==> src/rtl/regfile_pkg.sv <==
// Shared widths, constants and the writeback bundle type for the MIPS32 register file.
// Latency: none (declarations only); backpressure: n/a.
package regfile_pkg;

    localparam int REG_BUS      = 32;
    localparam int REG_ADDR_BUS = 5;
    localparam int REG_NUM      = 32;
    localparam int REG_NUM_LOG2 = 5;

    typedef logic [REG_BUS-1:0]      word_t;
    typedef logic [REG_ADDR_BUS-1:0] reg_addr_t;

    localparam word_t     ZERO_WORD     = '0;
    localparam logic      READ_ENABLE   = 1'b1;
    localparam logic      READ_DISABLE  = 1'b0;
    localparam logic      WRITE_ENABLE  = 1'b1;
    localparam logic      WRITE_DISABLE = 1'b0;
    localparam reg_addr_t NOP_REG_ADDR  = '0;

    // Writeback bundle as registered out of MEM/WB.
    typedef struct packed {
        logic      we;
        reg_addr_t waddr;
        word_t     wdata;
    } wb_t;

endpackage

==> src/rtl/regfile_if.sv <==
// Writeback port plus two decode read ports of the register file.
// Latency: none (wiring only); backpressure: none, the register file always accepts.
interface regfile_if;
    import regfile_pkg::*;

    logic      we;
    reg_addr_t waddr;
    word_t     wdata;
    logic      re1;
    reg_addr_t raddr1;
    word_t     rdata1;
    logic      re2;
    reg_addr_t raddr2;
    word_t     rdata2;
    word_t     wr_count;

    modport master (
        output we, waddr, wdata,
        output re1, raddr1, re2, raddr2,
        input  rdata1, rdata2, wr_count
    );

    modport slave (
        input  we, waddr, wdata,
        input  re1, raddr1, re2, raddr2,
        output rdata1, rdata2, wr_count
    );

endinterface

==> src/rtl/regfile_rport.sv <==
// One combinational read port: reset/$0 masking, optional write-first bypass (REGFILE_BYPASS_EN).
// Latency: zero cycles; backpressure: none.
module regfile_rport
    import regfile_pkg::*;
(
    input  logic                           rst,
    input  logic                           re,
    input  reg_addr_t                      raddr,
    input  wb_t                            wb,
    input  logic [REG_NUM-1:0][REG_BUS-1:0] regs,
    output word_t                          rdata
);

`ifdef REGFILE_BYPASS_EN
    localparam bit BYPASS = 1'b1;
`else
    localparam bit BYPASS = 1'b0;
`endif

    logic bypass_hit;

    // Without bypass the compare folds away and the port reads the pre-write value.
    assign bypass_hit = BYPASS && re && wb.we && (wb.waddr == raddr);

    always_comb begin
        rdata = ZERO_WORD;
        if (!rst) begin
            rdata = ZERO_WORD;
        end else if (raddr == NOP_REG_ADDR) begin
            rdata = ZERO_WORD;
        end else if (bypass_hit) begin
            rdata = wb.wdata;
        end else if (re == READ_ENABLE) begin
            rdata = regs[raddr];
        end
    end

endmodule

==> src/rtl/regfile.sv <==
// 32x32 MIPS32 register file, $0 hardwired to zero, with committed-write counter; bypass via REGFILE_BYPASS_EN.
// Latency: write visible next cycle, reads combinational; backpressure: none.
module regfile
    import regfile_pkg::*;
(
    input  logic     clk,
    input  logic     rst,
    regfile_if.slave bus
);

    word_t                            regs_q [1:REG_NUM-1];
    logic [REG_NUM-1:0][REG_BUS-1:0] regs_rd;
    word_t                            wr_count_q;
    wb_t                              wb;

    assign wb.we    = bus.we;
    assign wb.waddr = bus.waddr;
    assign wb.wdata = bus.wdata;

    always_ff @(posedge clk or negedge rst) begin
        if (!rst) begin
            for (int i = 1; i < REG_NUM; i++) begin
                regs_q[i] <= ZERO_WORD;
            end
            wr_count_q <= ZERO_WORD;
        end else if (wb.we == WRITE_ENABLE && wb.waddr != NOP_REG_ADDR) begin
            regs_q[wb.waddr] <= wb.wdata;
            wr_count_q       <= wr_count_q + 32'd1;
        end
    end

    // Entry 0 is a constant so both ports can index the full array uniformly.
    always_comb begin
        regs_rd[0] = ZERO_WORD;
        for (int i = 1; i < REG_NUM; i++) begin
            regs_rd[i] = regs_q[i];
        end
    end

    regfile_rport u_rport1 (
        .rst   (rst),
        .re    (bus.re1),
        .raddr (bus.raddr1),
        .wb    (wb),
        .regs  (regs_rd),
        .rdata (bus.rdata1)
    );

    regfile_rport u_rport2 (
        .rst   (rst),
        .re    (bus.re2),
        .raddr (bus.raddr2),
        .wb    (wb),
        .regs  (regs_rd),
        .rdata (bus.rdata2)
    );

    assign bus.wr_count = wr_count_q;

endmodule

==> src/flat_wrapper.sv <==
// flat-port wrapper written by rule: the top's interface ports become plain ports
module regfile_flat import regfile_pkg::*;
  (clk, rst, bus_we, bus_waddr, bus_wdata, bus_re1, bus_raddr1, bus_re2, bus_raddr2, bus_rdata1, bus_rdata2, bus_wr_count);
  regfile_if bus_i ();
  input  logic clk;
  input  logic rst;
  input wire logic [$bits(bus_i.we)-1:0] bus_we;
  input wire logic [$bits(bus_i.waddr)-1:0] bus_waddr;
  input wire logic [$bits(bus_i.wdata)-1:0] bus_wdata;
  input wire logic [$bits(bus_i.re1)-1:0] bus_re1;
  input wire logic [$bits(bus_i.raddr1)-1:0] bus_raddr1;
  input wire logic [$bits(bus_i.re2)-1:0] bus_re2;
  input wire logic [$bits(bus_i.raddr2)-1:0] bus_raddr2;
  output wire logic [$bits(bus_i.rdata1)-1:0] bus_rdata1;
  output wire logic [$bits(bus_i.rdata2)-1:0] bus_rdata2;
  output wire logic [$bits(bus_i.wr_count)-1:0] bus_wr_count;
  assign bus_i.we = bus_we;
  assign bus_i.waddr = bus_waddr;
  assign bus_i.wdata = bus_wdata;
  assign bus_i.re1 = bus_re1;
  assign bus_i.raddr1 = bus_raddr1;
  assign bus_i.re2 = bus_re2;
  assign bus_i.raddr2 = bus_raddr2;
  assign bus_rdata1 = bus_i.rdata1;
  assign bus_rdata2 = bus_i.rdata2;
  assign bus_wr_count = bus_i.wr_count;
  regfile u_core (.clk(clk), .rst(rst), .bus(bus_i));
endmodule
==> config.mk <==
export PLATFORM = sky130hd
export DESIGN_NAME = regfile_flat
export DESIGN_NICKNAME = d
export VERILOG_FILES = /design/src/rtl/regfile_pkg.sv /design/src/rtl/regfile_if.sv /design/src/rtl/regfile_rport.sv /design/src/rtl/regfile.sv /design/src/flat_wrapper.sv
export SDC_FILE = /design/constraint.sdc
export NUM_CORES = 2
export LEC_CHECK = 0
export CAP_MARGIN = 30
export CORE_MARGIN = 2
export CORE_UTILIZATION = 50
export CTS_BUF_LIST = sky130_fd_sc_hd__clkbuf_8 sky130_fd_sc_hd__clkbuf_16
export CTS_CLUSTER_SIZE = 30
export DETAILED_ROUTE_END_ITERATION = 7
export DONT_BUFFER_PORTS = 1
export PLACE_DENSITY = 0.76
export SLEW_MARGIN = 20
export SYNTH_ARGS = -nofsm -noshare
export SYNTH_HDL_FRONTEND = slang
export SYNTH_HIERARCHICAL = 1
export SYNTH_SLANG_ARGS = --single-unit
==> constraint.sdc <==
create_clock -name clk -period 1.55 [get_ports clk]
set_input_delay 0.0775 -clock clk [delete_from_list [all_inputs] [get_ports clk]]
set_output_delay 0.0775 -clock clk [all_outputs]
set_load 0.1 [all_outputs]
; ---- Yosys cells after proc, flatten, opt, wreduce, memory -nomap -nowiden
; Index checks and enable logic that the tools add are counted.
[totals]
regBits = 1024
latchBits = 0
ramBits = 0
mem_bits_ro = 0
inputBits = 52
output_inout_bits = 96
wordCells = 56
n_memories = 0
[op_classes]
n_addsub = 1
mul = 0
div = 0
order_cmp = 4
n_eq_ne = 0
n_shift = 0
n_mux = 13
bitwise_logic = 1
n_reduce_logical = 5
[ops]
columns = cell, n
row1 = 992-bit bitwise mux, 1
row2 = 32-bit binary-select mux with 5-bit select, 2
row3 = 32-bit two-way mux, 9
row4 = 32-bit demux with 5-bit select, 1
row5 = "32-bit by 1-bit adder with 32-bit output, second input constant", 1
row6 = "5-bit by 6-bit less-than comparator with 1-bit output, second input constant", 2
row7 = 5-bit zero test, 2
row8 = "6-bit >= comparator, second input constant", 1
row9 = "6-bit by 1-bit less-than comparator with 1-bit output, second input constant", 1
row10 = 5-bit NOT with 6-bit output, 1
row11 = 5-bit nonzero test, 1
row12 = 1-bit logical AND, 2

; ---- Depth between registers and ports, before layout
[depth]
ltp_word = 6
mapped_depth = 9
mapped_depth_nobuf = 4

; ---- By module
; Netlist, hierarchy kept.
[modules_own_cells]
columns = module, instances, cells_each, area_per_inst_um2, seq_area_each_um2
row1 = regfile, 1, 2368, 38779.7, 25624.6
row2 = regfile_rport, 2, 895, 8936.1, 0.0

; ---- Least setup slack after synthesis
; OpenSTA, ideal clock, no wires.
[synth_timing]
path_type = input -> output
start = in bus_raddr1[1]
end = out bus_rdata1[10]
arrival_time_ps = 2755
required_ps = 1472
slack_ps = -1282
path_stages = 7
n_path_buf = 3
path_cell_list = buf_2 > buf_4 > clkbuf_1 > nor2_1 > a22oi_1 > o211ai_1 > a32oi_1
[synth_between]
elab_chain_cells = 5
word_cells_on_any_way = 6
classes_between = mux (5) / reduce/logical (1)
[synth_lines]
columns = item, line
row1 = "start, declared", flat_wrapper.sv:11  ; input wire logic [$bits(bus_i.raddr1)-1:0] bus_raddr1;
row2 = 32-bit binary-select mux with 5-bit select, regfile_rport.sv:34  ; rdata = regs[raddr];
row3 = 32-bit two-way mux (implied by the code), regfile_rport.sv:34
row4 = 32-bit two-way mux, regfile_rport.sv:33  ; end else if (re == READ_ENABLE) begin
row5 = 32-bit two-way mux (*), regfile_rport.sv:29  ; end else if (raddr == NOP_REG_ADDR) begin
row6 = 32-bit two-way mux (*), regfile_rport.sv:27  ; if (!rst) begin
row7 = "end, declared", flat_wrapper.sv:14  ; output wire logic [$bits(bus_i.rdata1)-1:0] bus_rdata1;
; Every way passes the cells marked *; elsewhere a longest branch is shown, timed or not. The select of a mux whose other input is x is not followed.

; ---- Worst setup path in the final report
[layout_timing]
start = reg u_core/regs_q[798] in the netlist's numbering
end = out bus_rdata2[30]
[layout_between]
elab_chain_cells = 5
[layout_lines]
columns = item, line
row1 = "start, declared", regfile.sv:11  ; word_t regs_q [1:REG_NUM-1];
row2 = "start signal, assigned by index", regfile.sv:27  ; regs_q[wb.waddr] <= wb.wdata;
row3 = 32-bit binary-select mux with 5-bit select, regfile_rport.sv:34
row4 = 32-bit two-way mux (implied by the code), regfile_rport.sv:34
row5 = 32-bit two-way mux, regfile_rport.sv:33
row6 = 32-bit two-way mux, regfile_rport.sv:29
row7 = 32-bit two-way mux, regfile_rport.sv:27
row8 = "end, declared", flat_wrapper.sv:15  ; output wire logic [$bits(bus_i.rdata2)-1:0] bus_rdata2;
; No other way between the ends. The select of a mux whose other input is x is not followed.

==> results.md <==
* Rel. slew slack at 7.307%
* Pwr/cell area at 1190 nW/um^2
* Tmin final at 2581 ps
* Crit-path max cell delay at 550 ps
* Nets at 4357
* Clk slew on worst S/H paths at 60 ps
* Worst path most repeated cell: mux4_2
* CTS tree: built
* Cell taking the most area after synthesis: dfrtp_1
* Core Area at 112500 sq um
* WP data required at 1470 ps
* Die area at 116000 sq um
* Cells after synthesis at 4158
* Syn Std Cell Area at 56650 sq um
* Outcome: finished, violations left
* Crit share post-route at 166.5%
* Syn Area/Cell at 13.62 sq um
* Initial antenna violation count at 5
* Worst path slowest cell: mux4_2
* Synth area leaders: dfrtp_1 (45%), mux2_2 (20%), mux2i_1 (9.0%)
* Worst R2R Setup Slack at 60 ps
* GP Congestion at 0.8704
* ANT nets after route at 0
* Final hold violation count at 0
* Violated checks: negative setup slack
* Fin area at 68180 sq um
* Clock Latency Late Sink at 730 ps
* # clock sinks at 1024
* Ys Warns at 6
* I/O pin count at 148
* Distinct cells, synth at 56
* Commonest cells in the netlist: mux2_2 (1025), dfrtp_1 (1024), mux2i_1 (508), nand2_1 (216), clkbuf_1 (189)
* CP max FO at 3
* Worst clock skew at 36.98 ps
* DRC viols at 0
* VDD IR-drop max at 0.9128 mV
* Startpoint Class: flip-flop
* Layout cell share with drive strength beyond 1 at 48.61%
* Final Worst Setup Slack at -1031 ps
* Setup CP Type: reg2out
* Worst slew pin tran at 1390 ps
* Vias in the first global route at 40.11k
* Cell Area, Placed at 62630 sq um
* Routed len/inst at 30.52 um
* RSZ-0062 raised after global routing: true
* Hold WC Path Type: in2async
* Die height at 340.6 um
* Setup crit end kind: output pin
* Via density at 6.649
* Root Buffer: clkbuf_16
* Seq cells post-synth at 1024
* Worst-path cell chain: mux4_2 -> mux4_2 -> nand2b_4 -> nand3_4 -> buf_12
* Num CTS Buffers at 108
* Filler Cells Inserted at 8274
* Leak pwr at 30.50 nW
* Rows at 123
* Detailed Route WL at 179700 um
* Total number of vias at 39.17k
* Initial Util at 50.36%
* Max-Cap Viols at 0
* Final Max Tran Viols at 0
* Top_reg_cell synth: dfrtp_1
* Arr. time, crit path at 2500 ps
* Grt total ovfl at 0
* Share of flip-flops with an asynchronous set or reset at 100.0%
* Port bufs at 0
* Final setup fails at 412
* Post-synth top area share at 45.23%
* Pre-Repair DR Iteration Count at 6
* Area growth syn-to-layout at 20.35%
* First-pass GRT wire length at 263100 um
* Count of flip-flops with a built-in enable after synthesis at 0
* Max Freq at 0.3875 GHz
* Detail Placement HPWL at 103700 um
* Most frequent cell after synthesis: mux2_2
* Post-synthesis sequential area ratio at 45.23%
* Worst-case clock buffer depth at 3
* Fin util at 60.60%
* GRT Util Overall at 30.13%
* Pin count of the biggest net entering global routing at 1031
* Chip width at 340.6 um
* H-tree depth at 3
* Drt first-iter violations at 4141
through the flow:
| stage | TNS [ps] | hold slack [ps] | power, mW | setup WS [ps] | cells |
|---|---|---|---|---|---|
| after floorplan | -18010 | -218.1 | 49.36 | -293.8 | 4221 |
| after global placement | -28270 | -148.2 | 51.91 | -520.4 | 5591 |
| after detailed placement | -29310 | -155.0 | 52.89 | -569.9 | 5591 |
| after CTS | -69050 | -934.4 | 80.04 | -1050 | 5846 |
| after global routing | -304160 | 10.28 | 84.04 | -1056 | 5889 |
| final | -205460 | 3.485 | 81.14 | -1031 | 5890 |
layout make-up:
type | count | area, sq um | share of cell area (%)
Clock inverter | 56 | 349.1 | 0.5120
Clock buffer | 138 | 3149 | 4.619
Timing Repair Buffer | 399 | 5542 | 8.128
Inverter | 7 | 31.28 | 0.04588
Antenna cell | 2 | 5.005 | 0.007341
Multi-Input combinational cell | 2764 | 31510 | 46.21
Tap cell | 1500 | 1877 | 2.753
Sequential cell | 1024 | 25720 | 37.72
repair_timing:
| action | 4_1_cts | 5_1_grt |
|---|---|---|
| endpoints found under the hold margin | 2045 | 516 |
| cloned | 0 | 6 |
| pin swaps | 112 | 21 |
| buffers inserted | 16 | 9 |
| hold buffers | 45 | 12 |
| setup endpoints to repair | 88 | 1029 |
| gates resized for setup | 320 | 42 |
cells in the final DEF (no fill, tap or decap), drive strengths merged, types with 3 or more instances in the layout:
cell type,count
a21oi,62
a22oi,184
a31oi,62
a32oi,62
and2,3
and3,12
and4,5
buf,364
bufinv,3
clkbuf,144
clkinv,12
conb,64
dfrtp,1024
dlygate4sd3,26
dlymetal6s4s,3
inv,47
mux2,1115
mux2i,508
mux4,260
nand2,216
nand3,80
nand3b,6
nand4,11
nor2,29
nor2b,6
nor3,11
nor3b,4
nor4,9
o2111ai,3
o211ai,5
xnor2,8
xor2,23
cells by family (layout without fill, tap and decap cells):
| kind of cell | Yosys count | in the layout | share of synthesized area, % |
|---|---|---|---|
| AOI/OAI and AO/OA | 384 | 384 | 4.877 |
| muxes | 1883 | 1883 | 42.00 |
| adders and majority gates | 1 | 1 | 0.02208 |
| xor gates and xnor gates | 31 | 31 | 0.4793 |
| and+or+nand+nor | 401 | 401 | 3.375 |
| buffers and inverters | 433 | 600 | 4.004 |
| other | 1 | 66 | 0.006619 |
| DFF | 1024 | 1024 | 45.23 |
power by group:
group | total (mW) | leakage, nW | switching (mW) | internal [mW]
combinational | 19.6 | 15.6 | 8.86 | 10.8
clock | 25.7 | 1.87 | 11.0 | 14.7
sequential | 35.8 | 13.1 | 3.87 | 32.0
total | 81.1 | 30.5 | 23.7 | 57.4
worst paths after layout:
check                                                          from                                  end  depth (start not counted)
worst max-delay path                 u_core/regs_q[798]$_DFFE_PN0P_                       bus_rdata2[30]                          5
worst min-delay path                                            rst  u_core/bus.wr_count[22]$_DFFE_PN0P_                          3
worst max register to register  u_core/bus.wr_count[13]$_DFFE_PN0P_  u_core/bus.wr_count[19]$_DFFE_PN0P_                          5
worst min register to register  u_core/bus.wr_count[31]$_DFFE_PN0P_  u_core/bus.wr_count[31]$_DFFE_PN0P_                          1
max in group asynchronous                                       rst        u_core/regs_q[51]$_DFFE_PN0P_                          6
min in group clk                                      bus_wdata[23]        u_core/regs_q[23]$_DFFE_PN0P_                          2
routing by layer:
layer / track usage [%] / up-vias / part of all wire, %
met2: 47.64 / 1930 / 47
met3: 6.272 / 498 / 8.8
met5: 0 / - / 0.0078
li1: - / 16010 / -
met1: 39.83 / 20730 / 39
met4: 14.45 / 4 / 5.2
worst max-delay path: cells and delay by family, from the launching register on:
kind                   cells  cell delay [ps]
multiplexers               2             1030
flip-flops                 1              390
AND/OR/NAND/NOR            2              190
buffers and inverters      1              180
registers in the layout (all words and copies together) (netlist names):
signal / cells
u_core/regs_q: 992
u_core/bus.wr_count: 32
(Power assumes the default switching activity.)
